## src/rtl/tx_queue.sv

```systemverilog
// Byte FIFO in front of the UART transmit frontend: launches one byte per frame
// as a single-cycle transmit_o pulse, then holds off until the frontend reports done_i.
module tx_queue #(
    parameter int DEPTH = 16
) (
    input  logic                   clk_i,
    input  logic                   rst_ni,
    input  logic                   wr_i,
    input  logic [7:0]             wr_data_i,
    input  logic                   flush_i,
    input  logic                   overflow_clr_i,
    input  logic                   done_i,
    output logic                   transmit_o,
    output logic [7:0]             dr_o,
    output logic                   full_o,
    output logic                   empty_o,
    output logic [$clog2(DEPTH):0] level_o,
    output logic                   overflow_o,
    output logic                   busy_o
);

    localparam int LVL_W = $clog2(DEPTH) + 1;
    localparam int IDX_W = LVL_W - 1;

    typedef enum logic {
        IDLE = 1'b0,
        WAIT = 1'b1
    } state_t;

    state_t           state_q;
    state_t           state_d;
    logic [7:0]       mem [DEPTH];
    logic [LVL_W-1:0] wr_ptr;
    logic [LVL_W-1:0] rd_ptr;
    logic [LVL_W-1:0] wr_ptr_d;
    logic [LVL_W-1:0] rd_ptr_d;
    logic [LVL_W-1:0] level_d;
    logic             push;
    logic             drop;
    logic             launch;

    always_ff @(posedge clk_i) begin
        if (!rst_ni) begin
            state_q <= IDLE;
        end else begin
            state_q <= state_d;
        end
    end

    always_comb begin
        state_d = state_q;
        launch  = 1'b0;
        case (state_q)
            IDLE: begin
                if (!empty_o && !flush_i) begin
                    launch  = 1'b1;
                    state_d = WAIT;
                end
            end
            WAIT: begin
                if (done_i) begin
                    state_d = IDLE;
                end
            end
            default: state_d = IDLE;
        endcase
    end

    // Flush takes priority over both push and launch; a full queue drops even if a pop lands
    always_comb begin
        push     = wr_i && !full_o && !flush_i;
        drop     = wr_i && full_o && !flush_i;
        wr_ptr_d = push ? wr_ptr + LVL_W'(1) : wr_ptr;
        if (flush_i) begin
            rd_ptr_d = wr_ptr;
        end else if (launch) begin
            rd_ptr_d = rd_ptr + LVL_W'(1);
        end else begin
            rd_ptr_d = rd_ptr;
        end
        level_d = wr_ptr_d - rd_ptr_d;
    end

    always_ff @(posedge clk_i) begin
        if (!rst_ni) begin
            wr_ptr     <= '0;
            rd_ptr     <= '0;
            level_o    <= '0;
            full_o     <= 1'b0;
            empty_o    <= 1'b1;
            transmit_o <= 1'b0;
            dr_o       <= '0;
            overflow_o <= 1'b0;
        end else begin
            wr_ptr     <= wr_ptr_d;
            rd_ptr     <= rd_ptr_d;
            level_o    <= level_d;
            full_o     <= (level_d == LVL_W'(DEPTH));
            empty_o    <= (level_d == '0);
            transmit_o <= launch;
            if (launch) begin
                dr_o <= mem[rd_ptr[IDX_W-1:0]];
            end
            if (drop) begin
                overflow_o <= 1'b1;
            end else if (overflow_clr_i) begin
                overflow_o <= 1'b0;
            end
        end
    end

    always_ff @(posedge clk_i) begin
        if (rst_ni && push) begin
            mem[wr_ptr[IDX_W-1:0]] <= wr_data_i;
        end
    end

    assign busy_o = (state_q == WAIT);

endmodule

```

## config.mk

```make
export PLATFORM = sky130hd
export DESIGN_NAME = tx_queue
export DESIGN_NICKNAME = d
export VERILOG_FILES = /design/src/rtl/tx_queue.sv
export SDC_FILE = /design/constraint.sdc
export NUM_CORES = 1
export LEC_CHECK = 0
export BUFFER_PORTS_ARGS = -buffer_cell sky130_fd_sc_hd__clkbuf_2
export CAP_MARGIN = 10
export CORE_MARGIN = 2
export CORE_UTILIZATION = 55
export DETAILED_ROUTE_END_ITERATION = 10
export PLACE_DENSITY = 0.83
export SETUP_SLACK_MARGIN = 0.5
export SLEW_MARGIN = 10
export SYNTH_ARGS = -nofsm -noshare
export SYNTH_HDL_FRONTEND = slang
export SYNTH_SLANG_ARGS = --single-unit
```

## constraint.sdc

```tcl
create_clock -name clk_i -period 3.8 [get_ports clk_i]
set_clock_uncertainty 0.15 [all_clocks]
set_input_delay 0.38 -clock clk_i [delete_from_list [all_inputs] [get_ports clk_i]]
set_output_delay 0.38 -clock clk_i [all_outputs]
set_load 0.02 [all_outputs]
```

==> reports/results.ini, run 1 <==
[outcome]
status = complete, no violations

[critical_path]
cp_num_buf_inv = 0
setup.worst_path.end_class = flip-flop
critPathKind = reg -> reg
slowest_stage = dfxtp_1
crit_chain = ha_1 -> or3b_4 -> xor2_1 -> nor2_1 -> a21oi_1 -> ha_1 -> a21oi_1 -> o21ai_1 -> xor2_1 -> or3_1 -> o21ai_1
path_delay_family = simple AND/OR/NAND/NOR gates
worstPathMaxFanout = 7
required_ns = 4.00
crit_arrival_ns = 3.22
slowest_delay_ns = 0.44
critPathLaunchType = flip-flop

[drt]
routed_wirelength_um = 11900
wire_per_inst_um = 21.3
ant_nets = 0
drt_pass1_iterations = 4
num_vias = 3293
vias_per_cell = 5.91
drc_errors = 0
drtIter0Drc = 359

[synth]
synth.area.top_cells = edfxtp_1 (61%), mux4_2 (12%), dfxtp_1 (9.0%)
synth_area_mm2 = 0.00625
synth_most_common_cell = edfxtp_1
synthMuxAreaShare_pct = 11.8
synth_area_per_cell_um2 = 16.9
synthXorXnorAreaFrac_pct = 1.80
synthTopCellsByCount = edfxtp_1 (128), nand2_1 (33), mux4_2 (32)
post_synth_fa_ha_maj_area_fraction_pct = 2.12
seq_area_frac_synth_pct = 70.4
synth_compound_area_share_pct = 3.76
ys_async_sr_fraction_pct = 0
synth_edf_count = 128
synth-simple-area-share_pct = 7.96
synthFlopType = edfxtp_1
syn_nets = 393
yosysWarnings = 0
ys_seq_elements = 156
synth_top_family_by_area = multiplexers
synth_cell_types = 36
yosysTopAreaCell = edfxtp_1
synth_cells = 369
synth.top_cell.area_share_pct = 61.5

[clock_tree]
cts_resized = 0
clockBufferDepth = 2
root_buffer = clkbuf_16
post_cts_buffers = 0
cts_tree = yes
cts_inserted_buffers = 17
clkLatencyLatePin_ns = 0.42
path_clk_slew_ns = 0.06
h-tree-depth = 4
cts_sinks = 156
hold_buffers = 0

[sta]
fin_crit_ns = 3.02
fin_crit_sh_pct = 79.5
slew_headroom_pct = 55.1
drv_slew = 0
clock.fmax_mhz = 331
layout_setup_ws_ns = 0.781
rsz0062_at_grt = no
hold_ws_ns = 0.100
setup_tns_ns = 0
setup_viol = 0
worst_pin_slew_ns = 0.674
finalHoldViolCount = 0

[grt]
grt_max_degree = 35
antenna_found_initial = 0
grt_first_pass_wirelength_um = 19000
grt_pass1_vias = 3481
overflow = 0
track_usage_pct = 20.6

[floorplanning]
fp.dieW_um = 111
core-area_mm2 = 0.0110
die_area_mm2 = 0.0122
ioPinCount = 32
start_util_pct = 56.9
num_rows = 38
die_h_um = 111

[power_and_ir_drop]
power_density_mw_per_mm2 = 553
ir_drop_uv = 258
total_power_mw = 3.91
p_leak_nw = 2.40

[placement]
place_worst_setup_slack_ns = 0.837
placedCellCount = 525
place_congestion = 0.882
port_buffers = 31
dp_hpwl_um = 7470
dpl_cell_area_mm2 = 0.00651

[layout]
fin_util_pct = 64.5
drive_gt1_share_pct = 24.7
final_area_mm2 = 0.00708
syn_to_final_growth_pct = 13.3
stdcell_count = 557
diodes = 0
nNetsFinal = 428

[hold_path]
hold_class = in -> reg

[job]
drv_cap = 0

==> worst register-to-register path, stage by stage, from the launching register on <==
cell and delay [ns]:
dfxtp_1 0.44, ha_1 0.20, or3b_4 0.41, xor2_1 0.16, nor2_1 0.10, a21oi_1 0.07
ha_1 0.37, a21oi_1 0.19, o21ai_1 0.11, xor2_1 0.17, or3_1 0.43, o21ai_1 0.16
==> logic make-up (layout without fill, tap and decap cells) <==
logic type | count (synthesis) | in the layout
adder cells (fa/ha/maj) | 10 | 10
buffers and inverters | 26 | 74
AO/OA/AOI/OAI | 36 | 36
XOR/XNOR | 12 | 12
AND/OR/NAND/NOR | 95 | 95
flip-flops | 156 | 156
multiplexers | 34 | 34
==> report_power, final <==
part / switching (mW) / internal [mW] / leakage (nW) / total, mW
Combinational: 0.221 / 0.156 / 0.739 / 0.378
Sequential: 0.0246 / 1.89 / 1.38 / 1.91
Clock: 0.654 / 0.971 / 0.284 / 1.62
==> cells in the final DEF (no fill, tap or decap), types with 3 or more instances in the layout <==
| cell type | netlist | layout |
|---|---|---|
| inv_1 | 6 | 6 |
| nor3b_1 | 5 | 5 |
| clkbuf_16 | 0 | 17 |
| dfxtp_1 | 28 | 27 |
| a22oi_1 | 16 | 16 |
| xnor2_1 | 7 | 7 |
| ha_1 | 9 | 9 |
| a21oi_1 | 6 | 6 |
| o21ai_1 | 10 | 10 |
| nor2_1 | 17 | 17 |
| inv_6 | 0 | 3 |
| buf_4 | 1 | 4 |
| xor2_1 | 4 | 4 |
| clkinv_2 | 0 | 5 |
| clkbuf_2 | 0 | 31 |
| edfxtp_1 | 128 | 128 |
| nand2_1 | 33 | 33 |
| mux4_2 | 32 | 32 |
| nor3_1 | 3 | 3 |
| nand4_1 | 3 | 3 |
| and2_1 | 23 | 23 |
==> per-layer routing <==
| metal | vias up | routed length (um) | track usage (%) | part of all wire, % |
|---|---|---|---|---|
| li1 | 1485 | - | - | - |
| met1 | 1647 | 4790 | 26.5 | 40 |
| met2 | 131 | 5950 | 33.0 | 50 |
| met3 | 30 | 675 | 5.21 | 5.7 |
| met4 | 0 | 443 | 10.2 | 3.7 |
| met5 | - | 0 | 0 | 0 |
==> final timing paths <==
| kind | cells after the start | to | start | slack, ns |
|---|---|---|---|---|
| setup / recovery | 11 | empty_o | rd_ptr[1] | 0.78 |
| hold / removal | 3 | overflow_o | overflow_clr_i | 0.10 |
| setup reg to reg | 11 | empty_o | rd_ptr[1] | 0.78 |
| hold reg to reg | 2 | dr_o[6] | dr_o[6] | 0.31 |
==> area by class of cell <==
cell class	count	area (um2)
clock buffer	19	433
clock inverter	13	139
fill	707	3900
inverter	7	26.3
multi-input combinational	187	1720
sequential	156	4410
tap	140	175
timing repair buffer	35	185
==> flip-flops by register name, indices dropped and copies added, names as in the netlist <==
register and flops:
empty_o 1, dr_o 8, busy_o 1, wr_ptr 5, full_o 1, mem 128
overflow_o 1, level_o 5, rd_ptr 5, transmit_o 1
Note: power is estimated with default switching activity, not from simulation.
==> inputs of run 2 (changes only) <==
Settings changed: ABC_AREA set to 1.
Clock period 3.8 ns to 2.8 ns, I/O delays scaled along.
==> reports/results.ini, run 2 <==
[sta]
setup_tns_ns = 0  ; unchanged
fin_crit_ns = 2.39  ; was 3.02 ns
fin_crit_sh_pct = 85.4  ; was 79.5%
rsz0062_at_grt = yes  ; was no
worst_pin_slew_ns = 0.698  ; was 0.674 ns
clock.fmax_mhz = 418  ; was 331 MHz
hold_ws_ns = 0.133  ; was 0.100 ns
layout_setup_ws_ns = 0.409  ; was 0.781 ns
drv_slew = 0  ; unchanged
slew_headroom_pct = 53.3  ; was 55.1%
setup_viol = 0  ; unchanged
finalHoldViolCount = 0  ; unchanged

[power_and_ir_drop]
ir_drop_uv = 584  ; was 258 uV
power_density_mw_per_mm2 = 702  ; was 553 mW/mm2
p_leak_nw = 3.02  ; was 2.40 nW

[synth]
synthFlopType = edfxtp_1  ; unchanged
synth_area_mm2 = 0.00648  ; was 0.00625 mm2
synth_area_per_cell_um2 = 10.9  ; was 16.9 um2
synth.top_cell.area_share_pct = 59.3  ; was 61.5%
synth_edf_count = 128  ; unchanged
seq_area_frac_synth_pct = 67.9  ; was 70.4%
ys_seq_elements = 156  ; unchanged
synthTopCellsByCount = edfxtp_1 (128), nor2_1 (110), nand2_1 (83)  ; was edfxtp_1 (128), nand2_1 (33), mux4_2 (32)
synth_most_common_cell = edfxtp_1  ; unchanged
synth_cells = 593  ; was 369
syn_nets = 617  ; was 393
synth.area.top_cells = edfxtp_1 (59%), dfxtp_1 (8.6%), nor2_1 (6.4%)  ; was edfxtp_1 (61%), mux4_2 (12%), dfxtp_1 (9.0%)
yosysWarnings = 0  ; unchanged
synth_cell_types = 26  ; was 36
ys_async_sr_fraction_pct = 0  ; unchanged
yosysTopAreaCell = edfxtp_1  ; unchanged

[floorplanning]
core-area_mm2 = 0.0115  ; was 0.0110 mm2
start_util_pct = 56.5  ; was 56.9%
ioPinCount = 32  ; unchanged
fp.dieW_um = 113  ; was 111 um
die_h_um = 113  ; was 111 um
num_rows = 39  ; was 38
die_area_mm2 = 0.0127  ; was 0.0122 mm2

[grt]
antenna_found_initial = 0  ; unchanged
overflow = 0  ; unchanged
grt_pass1_vias = 4907  ; was 3,481
grt_first_pass_wirelength_um = 25600  ; was 19,000 um
grt_max_degree = 65  ; was 35
track_usage_pct = 26.5  ; was 20.6%

[clock_tree]
cts_inserted_buffers = 17  ; unchanged
path_clk_slew_ns = 0.07  ; was 0.06 ns
root_buffer = clkbuf_16  ; unchanged
cts_sinks = 156  ; unchanged
h-tree-depth = 4  ; unchanged
clkLatencyLatePin_ns = 0.43  ; was 0.42 ns
clockBufferDepth = 2  ; unchanged
cts_tree = yes  ; unchanged

[placement]
port_buffers = 31  ; unchanged
place_congestion = 0.895  ; was 0.882
place_worst_setup_slack_ns = 0.165  ; was 0.837 ns
dp_hpwl_um = 8770  ; was 7470 um

[drt]
drt_pass1_iterations = 6  ; was 4
num_vias = 5098  ; was 3,293
drc_errors = 0  ; unchanged
ant_nets = 0  ; unchanged
drtIter0Drc = 733  ; was 359
vias_per_cell = 6.18  ; was 5.91
routed_wirelength_um = 17700  ; was 11,900 um
wire_per_inst_um = 21.5  ; was 21.3 um

[critical_path]
worstPathMaxFanout = 3  ; was 7
critPathKind = reg -> reg  ; unchanged
setup.worst_path.end_class = flip-flop  ; unchanged
critPathLaunchType = flip-flop  ; unchanged
crit_arrival_ns = 2.55  ; was 3.22 ns
required_ns = 2.96  ; was 4.00 ns

[outcome]
status = complete, no violations  ; unchanged

[layout]
layout_common_cells = edfxtp_1 (128), nor2_1 (102), nand2_1 (76), o21ai_0 (64), buf_4 (45)  ; was edfxtp_1 (128), nand2_1 (33), mux4_2 (32), clkbuf_2 (31), dfxtp_1 (27)
drive_gt1_share_pct = 26.0  ; was 24.7%
diodes = 0  ; unchanged
largest_reg_flops = 128  ; unchanged
nNetsFinal = 693  ; was 428
syn_to_final_growth_pct = 24.1  ; was 13.3%
layout_commonest_cell = edfxtp_1  ; unchanged

[job]
drv_cap = 0  ; unchanged

[hold_path]
hold_class = in -> reg  ; unchanged

run 2: critical path, cell delays in order (launching register included):
cell and delay, ns:
dfxtp_4 0.36, nor3_4 0.18, buf_6 0.15, nand4_1 0.15, xor2_2 0.25, inv_2 0.09
ha_4 0.26, nand2_2 0.07, nor2_2 0.04, nor2_2 0.15, inv_2 0.06, nand2_2 0.07
nand2_2 0.06, nand2_2 0.06, nand2_1 0.05, nand2_1 0.05, nand2_1 0.06
run 2: logic make-up after synthesis:
| group | share of synthesized area [%] |
|---|---|
| DFF | 67.9 |
| and+or+nand+nor | 15.5 |
| AOI/OAI and AO/OA | 9.19 |
| buffers and inverters | 4.40 |
| adders and majority gates | 2.05 |
| xor gates and xnor gates | 0.946 |
run 2: report_power, final:
part           internal, mW  switching (mW)  total (mW)
clock network          1.45           0.971        2.42
logic                 0.230           0.417       0.647
registers              2.55          0.0339        2.58
total                  4.23            1.42        5.65
run 2: repair_timing:
item	CTS	global route
setup buffers	11	13
endpoints found under the setup margin	4	13
gates cloned	2	1
hold endpoints to repair	2	0
hold buffers	3	0
pin swaps	11	28
gates resized for setup	35	50
run 2: final timing paths:
path,slack [ns],depth (start not counted),from,endpoint
setup / recovery,0.41,16,full_o,empty_o
hold / removal,0.13,2,rst_ni,empty_o
setup reg to reg,0.41,16,full_o,empty_o
hold reg to reg,0.42,2,dr_o[0],dr_o[0]
run 2: cell type report:
| class | instances | area, um2 |
|---|---|---|
| Clock buffer | 18 | 439 |
| Clock inverter | 14 | 183 |
| Fill cell | 671 | 3420 |
| Inverter | 36 | 140 |
| Multi-Input combinational cell | 373 | 2020 |
| Sequential cell | 156 | 4430 |
| Tap cell | 143 | 179 |
| Timing Repair Buffer | 85 | 651 |
run 2: stage by stage:
step	cell area [um2]	cells	power (mW)	util, %
after global placement	6860	763	3.07	59.8
after detailed placement	6860	763	3.10	59.8
after global routing	8040	825	5.80	70.1
final	8040	825	5.65	70.1
after floorplan	6480	593	2.94	-
after CTS	7750	811	5.51	67.6
run 2: layer usage:
layer	track usage, %	part of all wire, %	vias up	routed length [um]
li1	-	-	2205	-
met5	0	0	-	0
met4	13.4	4.7	0	841
met1	32.2	36	2395	6430
met2	44.2	49	403	8670
met3	6.37	9.9	95	1760
